File: src/rtl/ym3438_write_sched_pkg.sv
// Shared definitions for the YM3438 register write scheduler: state encoding,
// register address windows, operator group map and slot arithmetic.
package ym3438_write_sched_pkg;

  typedef enum logic [1:0] {
    ST_IDLE      = 2'd0,
    ST_WAIT_SLOT = 2'd1,
    ST_WRITE     = 2'd2,
    ST_HOLD      = 2'd3
  } sched_state_e;

  localparam logic [7:0] OP_ADDR_LO = 8'h30;
  localparam logic [7:0] OP_ADDR_HI = 8'h9F;
  localparam logic [7:0] CH_ADDR_LO = 8'hA0;
  localparam logic [7:0] CH_ADDR_HI = 8'hB6;

  localparam int unsigned SLOT_COUNT = 24;

  // Operator register addr[3:2] selects the slot group (0->1, 1->2, 2->3, 3->0).
  localparam logic [1:0] OP_GROUP_MAP [4] = '{2'd1, 2'd2, 2'd3, 2'd0};

  // Linear slot of {high[2:0], low[1:0]}; callers must reject low == 3.
  function automatic logic [4:0] linear_slot(input logic [4:0] cnt);
    return ({2'b00, cnt[4:2]} * 5'd3) + {3'b000, cnt[1:0]};
  endfunction

endpackage

File: src/rtl/ym3438_slot_map.sv
// Combinational decode of (bank, register address) into a target slot and a
// validity flag for the write scheduler.
module ym3438_slot_map
  import ym3438_write_sched_pkg::*;
(
  input  logic       bank,
  input  logic [7:0] addr,
  output logic       valid,
  output logic [4:0] target
);

  logic       is_op;
  logic       is_ch;
  logic [4:0] ch;
  logic [1:0] group;

  always_comb begin
    is_op  = (addr >= OP_ADDR_LO) && (addr <= OP_ADDR_HI);
    is_ch  = (addr >= CH_ADDR_LO) && (addr <= CH_ADDR_HI);
    valid  = (is_op || is_ch) && (addr[1:0] != 2'd3);
    ch     = (bank ? 5'd3 : 5'd0) + {3'b000, addr[1:0]};
    // Channel registers always land in group 0.
    group  = is_op ? OP_GROUP_MAP[addr[3:2]] : 2'd0;
    target = ({3'b000, group} * 5'd6) + ch;
  end

endmodule

File: src/rtl/ym3438_write_sched.sv
// Schedules one register write at a time into the slot register file, waiting
// for the matching slot step and then holding busy for HOLD_STEPS c1 steps.
module ym3438_write_sched
  import ym3438_write_sched_pkg::*;
#(
  parameter int unsigned HOLD_STEPS = 24
) (
  input  logic       MCLK,
  input  logic       reset_n,
  input  logic       c1,
  input  logic [4:0] fsm_cnt,
  input  logic       wr_req,
  input  logic       wr_bank,
  input  logic [7:0] wr_addr,
  input  logic [7:0] wr_data,
  output logic       wr_ack,
  output logic       wr_err,
  output logic       busy,
  output logic       slot_we,
  output logic [4:0] slot_we_idx,
  output logic [7:0] slot_we_addr,
  output logic [7:0] slot_we_data
);

  localparam logic [4:0] HOLD_LAST = 5'(HOLD_STEPS - 1);

  sched_state_e state_q, state_d;
  logic [7:0]   addr_q, addr_d;
  logic [7:0]   data_q, data_d;
  logic [4:0]   target_q, target_d;
  logic [4:0]   hold_cnt_q, hold_cnt_d;
  logic         ack_q, ack_d;
  logic         err_q, err_d;

  logic         map_valid;
  logic [4:0]   map_target;
  logic [4:0]   cur_slot;
  logic         slot_match;

  ym3438_slot_map u_slot_map (
    .bank   (wr_bank),
    .addr   (wr_addr),
    .valid  (map_valid),
    .target (map_target)
  );

  always_comb begin
    cur_slot   = linear_slot(fsm_cnt);
    slot_match = (fsm_cnt[1:0] != 2'd3) && ({27'd0, cur_slot} < SLOT_COUNT)
                 && (cur_slot == target_q);
  end

  always_comb begin
    state_d    = state_q;
    addr_d     = addr_q;
    data_d     = data_q;
    target_d   = target_q;
    hold_cnt_d = hold_cnt_q;
    ack_d      = 1'b0;
    err_d      = 1'b0;
    case (state_q)
      ST_IDLE: begin
        if (c1 && wr_req) begin
          addr_d = wr_addr;
          data_d = wr_data;
          if (map_valid) begin
            target_d = map_target;
            ack_d    = 1'b1;
            state_d  = ST_WAIT_SLOT;
          end else begin
            err_d = 1'b1;
          end
        end
      end
      ST_WAIT_SLOT: begin
        if (c1 && slot_match) begin
          state_d = ST_WRITE;
        end
      end
      ST_WRITE: begin
        state_d    = ST_HOLD;
        hold_cnt_d = '0;
      end
      ST_HOLD: begin
        if (c1) begin
          if (hold_cnt_q == HOLD_LAST) begin
            state_d    = ST_IDLE;
            hold_cnt_d = '0;
          end else begin
            hold_cnt_d = hold_cnt_q + 5'd1;
          end
        end
      end
      default: state_d = ST_IDLE;
    endcase
  end

  always_ff @(posedge MCLK or negedge reset_n) begin
    if (!reset_n) begin
      state_q    <= ST_IDLE;
      addr_q     <= '0;
      data_q     <= '0;
      target_q   <= '0;
      hold_cnt_q <= '0;
      ack_q      <= 1'b0;
      err_q      <= 1'b0;
    end else begin
      state_q    <= state_d;
      addr_q     <= addr_d;
      data_q     <= data_d;
      target_q   <= target_d;
      hold_cnt_q <= hold_cnt_d;
      ack_q      <= ack_d;
      err_q      <= err_d;
    end
  end

  always_comb begin
    wr_ack       = ack_q;
    wr_err       = err_q;
    busy         = (state_q != ST_IDLE);
    slot_we      = (state_q == ST_WRITE);
    slot_we_idx  = target_q;
    slot_we_addr = addr_q;
    slot_we_data = data_q;
  end

endmodule

File: config.mk
export PLATFORM = sky130hd
export DESIGN_NAME = ym3438_write_sched
export DESIGN_NICKNAME = d
export VERILOG_FILES = /design/src/rtl/ym3438_write_sched_pkg.sv /design/src/rtl/ym3438_slot_map.sv /design/src/rtl/ym3438_write_sched.sv
export SDC_FILE = /design/constraint.sdc
export NUM_CORES = 1
export LEC_CHECK = 0
export CAP_MARGIN = 5
export CELL_PAD_IN_SITES_DETAIL_PLACEMENT = 0
export CELL_PAD_IN_SITES_GLOBAL_PLACEMENT = 2
export CORE_UTILIZATION = 27
export CTS_CLUSTER_SIZE = 12
export DETAILED_ROUTE_END_ITERATION = 16
export PLACE_DENSITY_LB_ADDON = 0.1
export SLEW_MARGIN = 10
export SYNTH_ARGS = -nofsm -noshare
export SYNTH_HDL_FRONTEND = slang
export SYNTH_SLANG_ARGS = --single-unit
File: constraint.sdc
create_clock -name MCLK -period 1.8 [get_ports MCLK]
set_clock_uncertainty 0.15 [all_clocks]
set_input_delay 0.27 -clock MCLK [delete_from_list [all_inputs] [get_ports MCLK]]
set_output_delay 0.27 -clock MCLK [all_outputs]
set_load 0.05 [all_outputs]
==> results.md, run 1 <==
* Outcome: finished with violations
* Failing checks: negative setup slack
* Fin worst setup slack at -0.8378 ns
* Hold Slack at approximately 0.078 ns
* Final instance area at 2850 sq um
* Synth Flop Type: dfrtp_1
* Met1 usage in global routing at 0.1596
* Crit. Startpoint: fsm_cnt[1]
* Worst slew pin tran at approximately 0.41 ns
* Sequential share of the synthesized area at 0.4222
* Post-route clock period utilization at 1.465
* Pins Over Slew Limit at 0
* Number of fill cells at 586
* Syn Area/Cell at 11.11 sq um
* RSZ-0062 raised after global routing: yes
* Met3 Use GR at 0.04076
* Inserted Clock Buffers at 5
* Detail Route Antenna Nets at 0
* Initial Util at 0.2800
* Crit start category: primary input
* Worst Hold Launch: wr_addr[6]
* DR vias at approximately 1500
* Final min period at 2.638 ns
* Starting DRT DRC Count at 47
* Power Dens Cells at about 1500 nW/um^2
* Reg2Reg Depth at 5
* Setup_tns at -2.764 ns
* Die width at a little over 80 um
* Post-DR vias/cell at around 4.5
* Diodes inserted at 0
* Clock Latency Late Sink at between 0.2 and 0.3 ns
* Worst r2r src: slot_we_idx[3]
* Total Routed Length at between 4000 and 5000 um
* Share of cells above drive strength 1 at 0.4980
* Post-synthesis adder-cell area fraction at 0.1717
* Routed WL per cell at 13.21 um
* Worst path required time at around 1.8 ns
* R2R Path End: state_q[1]
* Routability cong. at approximately 0.72
* WHS Endpoint: slot_we_addr[6]
* Drt first pass iters at 5
* CP Max Fanout at 2
* Core area at 6350 sq um
* Synth Area in XOR/XNOR at 0.03448
* H-tree depth at 2
* #FFs+latches synth at 30
* Post-synth ARST share at 1.000
* Synth warnings at 0
* Hpwl dp at between 3000 and 4000 um
* Number of core rows at 29
* Ports at 51
* Slew headroom at 0.7247
* Vias in the first global route at between 1500 and 2000
* Fmax at approximately 380 MHz
* Congestion Overflow GR at 0
* CTS tree: built
* Post-synth EDFFs at 0
* Die Area at just under 7000 sq um
* CP arrival at approximately 2.7 ns
* Clk slew on worst S/H paths at about 0.070 ns
* Pleak at around 1.4 nW
* GRT Total Usage at 0.1358
* Synth Area in Simple Gates at 0.09782
* Port Buffers at 50
* Area grow syn2layout at 60.31%
* Hold Crit Class: primary input to register
* Root buffer cell: clkbuf_8
* Largest net degree at the start of global routing at 31
* Cell Area, Synth at 1778 sq um
* GR peak layer: met2
* Mux cell area share after synthesis at 0.1196
* Post-CTS Hold Buffers at 0
* Util after Layout at 0.4489
* Max cap viols at 0
* Met2 Usage GRT at 0.2317
* Final nets at 300
* Placed Area at 2572 sq um
* First-pass GRT wire length at between 7000 and 8000 um
* Post-synthesis instance total at 160
* Die extent in y at 83.15 um
* Worst Hold Depth at 2
* Residual DRC at 0
* CTS max path bufs at 2
* Final hold viol count at 0
* Netlist cell types at 38
* Final setup vio count at 6
* Synthesized Nets at roughly 210
* Crit path kind: primary input to register
* R2R Setup Slk at -0.05 ns
* Synth Area in Compound Gates at 0.1027
* Main combinational cell family by area after synthesis: adder cells
* Max rail drop VDD at slightly above 0.0008 V
* Initial antenna violation count at 0
* CTS Sinks at 30
* Kind of end point of the critical path: register
worst max-delay path: stages:
cell and delay (ns):
buf_6 0.10, fa_1 0.58, ha_4 0.15, inv_2 0.03, fa_1 0.44, xnor2_1 0.14, nor2_1 0.11, o2111ai_2 0.16
a221oi_2 0.33, mux2_1 0.35
cell usage after synthesis, types with 2 or more instances:
cell     count  area share
xnor2_1      6       0.030
mux2_1       5       0.032
a31oi_1      2      0.0070
nand2_1     10       0.021
a21oi_1      4       0.011
ha_1        18        0.13
nand3_1     10       0.028
nor2_1       4      0.0084
mux2_2      13       0.082
o21ai_0      8       0.023
and3_2       2      0.0084
fa_1         4       0.045
inv_1       20       0.042
dfrtp_1     30        0.42
how the worst max path moves through the flow:
stage	end	cells after the start	slack [ns]
floorplan	state_q[1]	9	-0.94
global placement	state_q[1]	10	-1.46
detailed placement	state_q[1]	10	-1.53
CTS	state_q[1]	10	-0.88
global route	state_q[1]	10	-0.93
finish	state_q[1]	10	-0.84
power by group:
group,switching (W),internal [W]
logic,0.00151,0.00106
registers,0.000182,0.000947
clock network,0.000277,0.000307
total,0.00197,0.00231
cells by family after synthesis:
kind of cell | after synthesis
simple gates | 34
flops | 30
compound gates | 25
buf+inv | 23
fa+ha+maj | 22
mux | 19
xor+xnor | 7
through the flow:
stage / cells / total power [W] / setup slack [ns]
2_1_floorplan: 160 / 0.002697 / -0.9391
5_1_grt: 330 / 0.004554 / -0.9314
6_report: 330 / 0.004286 / -0.8378
3_5_place_dp: 312 / 0.003586 / -1.529
4_1_cts: 330 / 0.004288 / -0.8793
3_3_place_gp: 312 / 0.003543 / -1.455
layout make-up:
type	instances	area, sq um	area share
Tap cell	77	96.34	0.03380
Multi-Input combinational cell	107	1089	0.3819
Inverter	20	75.07	0.02634
Clock inverter	2	12.51	0.004390
Sequential cell	30	750.7	0.2634
Timing Repair Buffer	88	744.5	0.2612
Clock buffer	6	82.58	0.02897
timing repair:
item / CTS / global route
setup endpoints to repair: 18 / 20
gates resized for setup: 61 / 10
cloned: 0 / 0
pin swaps: 17 / 14
buffers inserted: 10 / 0
layer usage:
layer  share of wire  up-vias
met5               0        -
met4           0.020        0
met3           0.046        9
met2            0.50       38
met1            0.43      710
li1                -      736
registers in the layout, indices dropped and copies added (netlist names):
register      cells
hold_cnt_q        5
wr_err            1
state_q           2
slot_we_idx       5
wr_ack            1
slot_we_addr      8
slot_we_data      8
placed cells by master (no fill, tap or decap), types with 6 or more instances in the layout:
master / synthesis / final
buf_4: 1 / 60
clkbuf_8: 0 / 6
inv_1: 20 / 12
ha_1: 18 / 9
mux2_2: 13 / 10
nand2_1: 10 / 9
o21ai_0: 8 / 8
ha_4: 0 / 6
dfrtp_1: 30 / 30
clkdlybuf4s50_1: 0 / 15
nand3_1: 10 / 9
inv_2: 0 / 8
(Power assumes the default switching activity.)
==> run 2: changes to the inputs <==
CAP_MARGIN = default   (was 5)
PLACE_DENSITY = 0.74   (was default)
PLACE_DENSITY_LB_ADDON = default   (was 0.1)
==> results.md, run 2 (synthesis results as in run 1) <==
* Outcome: finished with violations
* Failing checks: negative setup slack
* Max cap viols at 0
* Most frequent cells in the layout: buf_4 (60), dfrtp_1 (30), clkdlybuf4s50_1 (14), inv_1 (13), ha_1 (11)
* GRT Total Usage at 0.1196
* RSZ-0062 raised after global routing: yes
* Die Area at 6914 sq um
* First-pass GRT wire length at approximately 6500 um
* Residual DRC at 0
* Final nets at between 300 and 400
* Final min period at 2.643 ns
* Vias in the first global route at approximately 1400
* Max rail drop VDD at approximately 0.00076 V
* Core area at approximately 6300 sq um
* CTS max path bufs at 2
* Final setup vio count at 6
* H-tree depth at 2
* CTS tree: built
* Diodes inserted at 0
* Port Buffers at 50
* Clock Latency Late Sink at roughly 0.28 ns
* Crit path largest cell delay at between 0.5 and 0.6 ns
* Tot Pwr at 0.004311 W
* Power Dens Cells at 1509 nW/um^2
* Number of fill cells at approximately 610
* Starting DRT DRC Count at 24
* Fin worst setup slack at -0.8429 ns
* Most used cell, CP: fa_1
* Detail Route Antenna Nets at 0
* CTS Sinks at 30
* Ports at 51
* Die extent in y at 83.15 um
* Worst slew pin tran at about 0.4 ns
* Kind of end point of the critical path: register
* CP arrival at ~2.7 ns
* Placed cells at about 320
* Post-CTS Hold Buffers at 0
* Util after Layout at 0.4499
* Root buffer cell: clkbuf_8
* Crit path kind: primary input to register
* Final cell count without fillers at roughly 330
* Post-DR vias/cell at 4.411
* Total Routed Length at 3874 um
* Slew headroom at 0.7343
* Number of core rows at 29
* Pins Over Slew Limit at 0
* Most common cell after layout, fill and taps aside: buf_4
* Die width at roughly 83 um
* Hpwl dp at approximately 3000 um
* Routability cong. at a little under 0.8
* Fmax at 378.4 MHz
* Hold Crit Class: primary input to register
* Initial antenna violation count at 0
* Post-route clock period utilization at 1.468
* Crit start category: primary input
* Worst path required time at 1.81 ns
* Share of cells above drive strength 1 at 0.4803
* Drt first pass iters at 4
* Hold Slack at about 0.08 ns
* Initial Util at 0.2800
* Clk slew on worst S/H paths at around 0.06 ns
* Routed WL per cell at about 12 um
* Pleak at 1.391 nW
* Inserted Clock Buffers at 5
* Crit-path slowest cell: fa_1
* Congestion Overflow GR at 0
* DR vias at approximately 1500
* Area grow syn2layout at 60.66%
* CP cell instances: buf_8 > fa_1 > ha_2 > inv_2 > fa_1 > xnor2_1 > nor2_1 > o2111ai_2 > a221oi_2 > mux2_1
* Largest net degree at the start of global routing at 31
* Final hold viol count at 0
* CP Max Fanout at 2
[run 2: cell types whose count changed in the layout (fill, tap and decap cells not counted), sizes merged]
cell,delta
clkinvlp,-1
bufinv,+1
buf,+2
clkinv,-1
clkdlybuf4s50,-1
dlymetal6s2s,+1
[run 2: worst max-delay path: cells and delay by family]
family	cells	cell delay [ns]
fa+ha+maj	3	1.19
simple gates	1	0.11
buf+inv	2	0.14
compound gates	2	0.46
mux	1	0.35
xor+xnor	1	0.14
[run 2: area by class of cell]
class	count	area (sq um)	area share
Clock buffer	6	82.58	0.02891
Clock inverter	1	30.03	0.01051
Inverter	20	75.07	0.02628
Multi-Input combinational cell	107	1037	0.3631
Sequential cell	30	750.7	0.2628
Tap cell	77	96.34	0.03373
Timing Repair Buffer	90	784.5	0.2746
[run 2: repair_timing]
item / CTS / global route
resized for setup: 53 / 13
hold endpoints to repair: 0 / 0
cloned: 0 / 0
pin swaps: 14 / 13
buffers inserted: 4 / 1
setup endpoints to repair: 7 / 21
[run 2: stage by stage]
step	area, sq um	setup slack (ns)	TNS [ns]
finish	2856	-0.8429	-2.591
global route	2856	-0.8933	-2.975
CTS	2794	-0.8952	-2.944
detailed placement	2638	-1.497	-9.697
global placement	2638	-1.463	-9.855
floorplan	1819	-0.9391	-3.140
[run 2: worst paths after layout]
| check | from | end | slack [ns] | depth (start not counted) |
|---|---|---|---|---|
| max | fsm_cnt[2] | state_q[1] | -0.84 | 10 |
| min reg2reg | slot_we_addr[1] | slot_we_addr[1] | 0.33 | 2 |
| max reg2reg | slot_we_idx[1] | state_q[1] | 0.02 | 5 |
| min in group asynchronous | reset_n | hold_cnt_q[4] | 0.23 | 2 |
| min | wr_addr[6] | slot_we_addr[6] | 0.08 | 2 |
| max in group asynchronous | reset_n | slot_we_idx[1] | 0.97 | 2 |
[run 2: metal layers]
| layer | up-vias | GRT usage | routed length [um] |
|---|---|---|---|
| met4 | 0 | 0.05172 | 53 |
| met3 | 6 | 0.03579 | 283 |
| met2 | 52 | 0.1796 | 1687 |
| met5 | - | 0 | 0 |
| li1 | 737 | - | - |
| met1 | 665 | 0.1590 | 1849 |
[run 2: power breakdown]
| group | switching, W | internal (W) |
|---|---|---|
| clock | 0.000251 | 0.000442 |
| combinational | 0.00148 | 0.00103 |
| sequential | 0.000162 | 0.000947 |
==> run 3: changes to the inputs <==
SLEW_MARGIN = 20   (was 10)
==> results of run 3 <==
Final layout, timing and power as in run 2 (identical DEF).
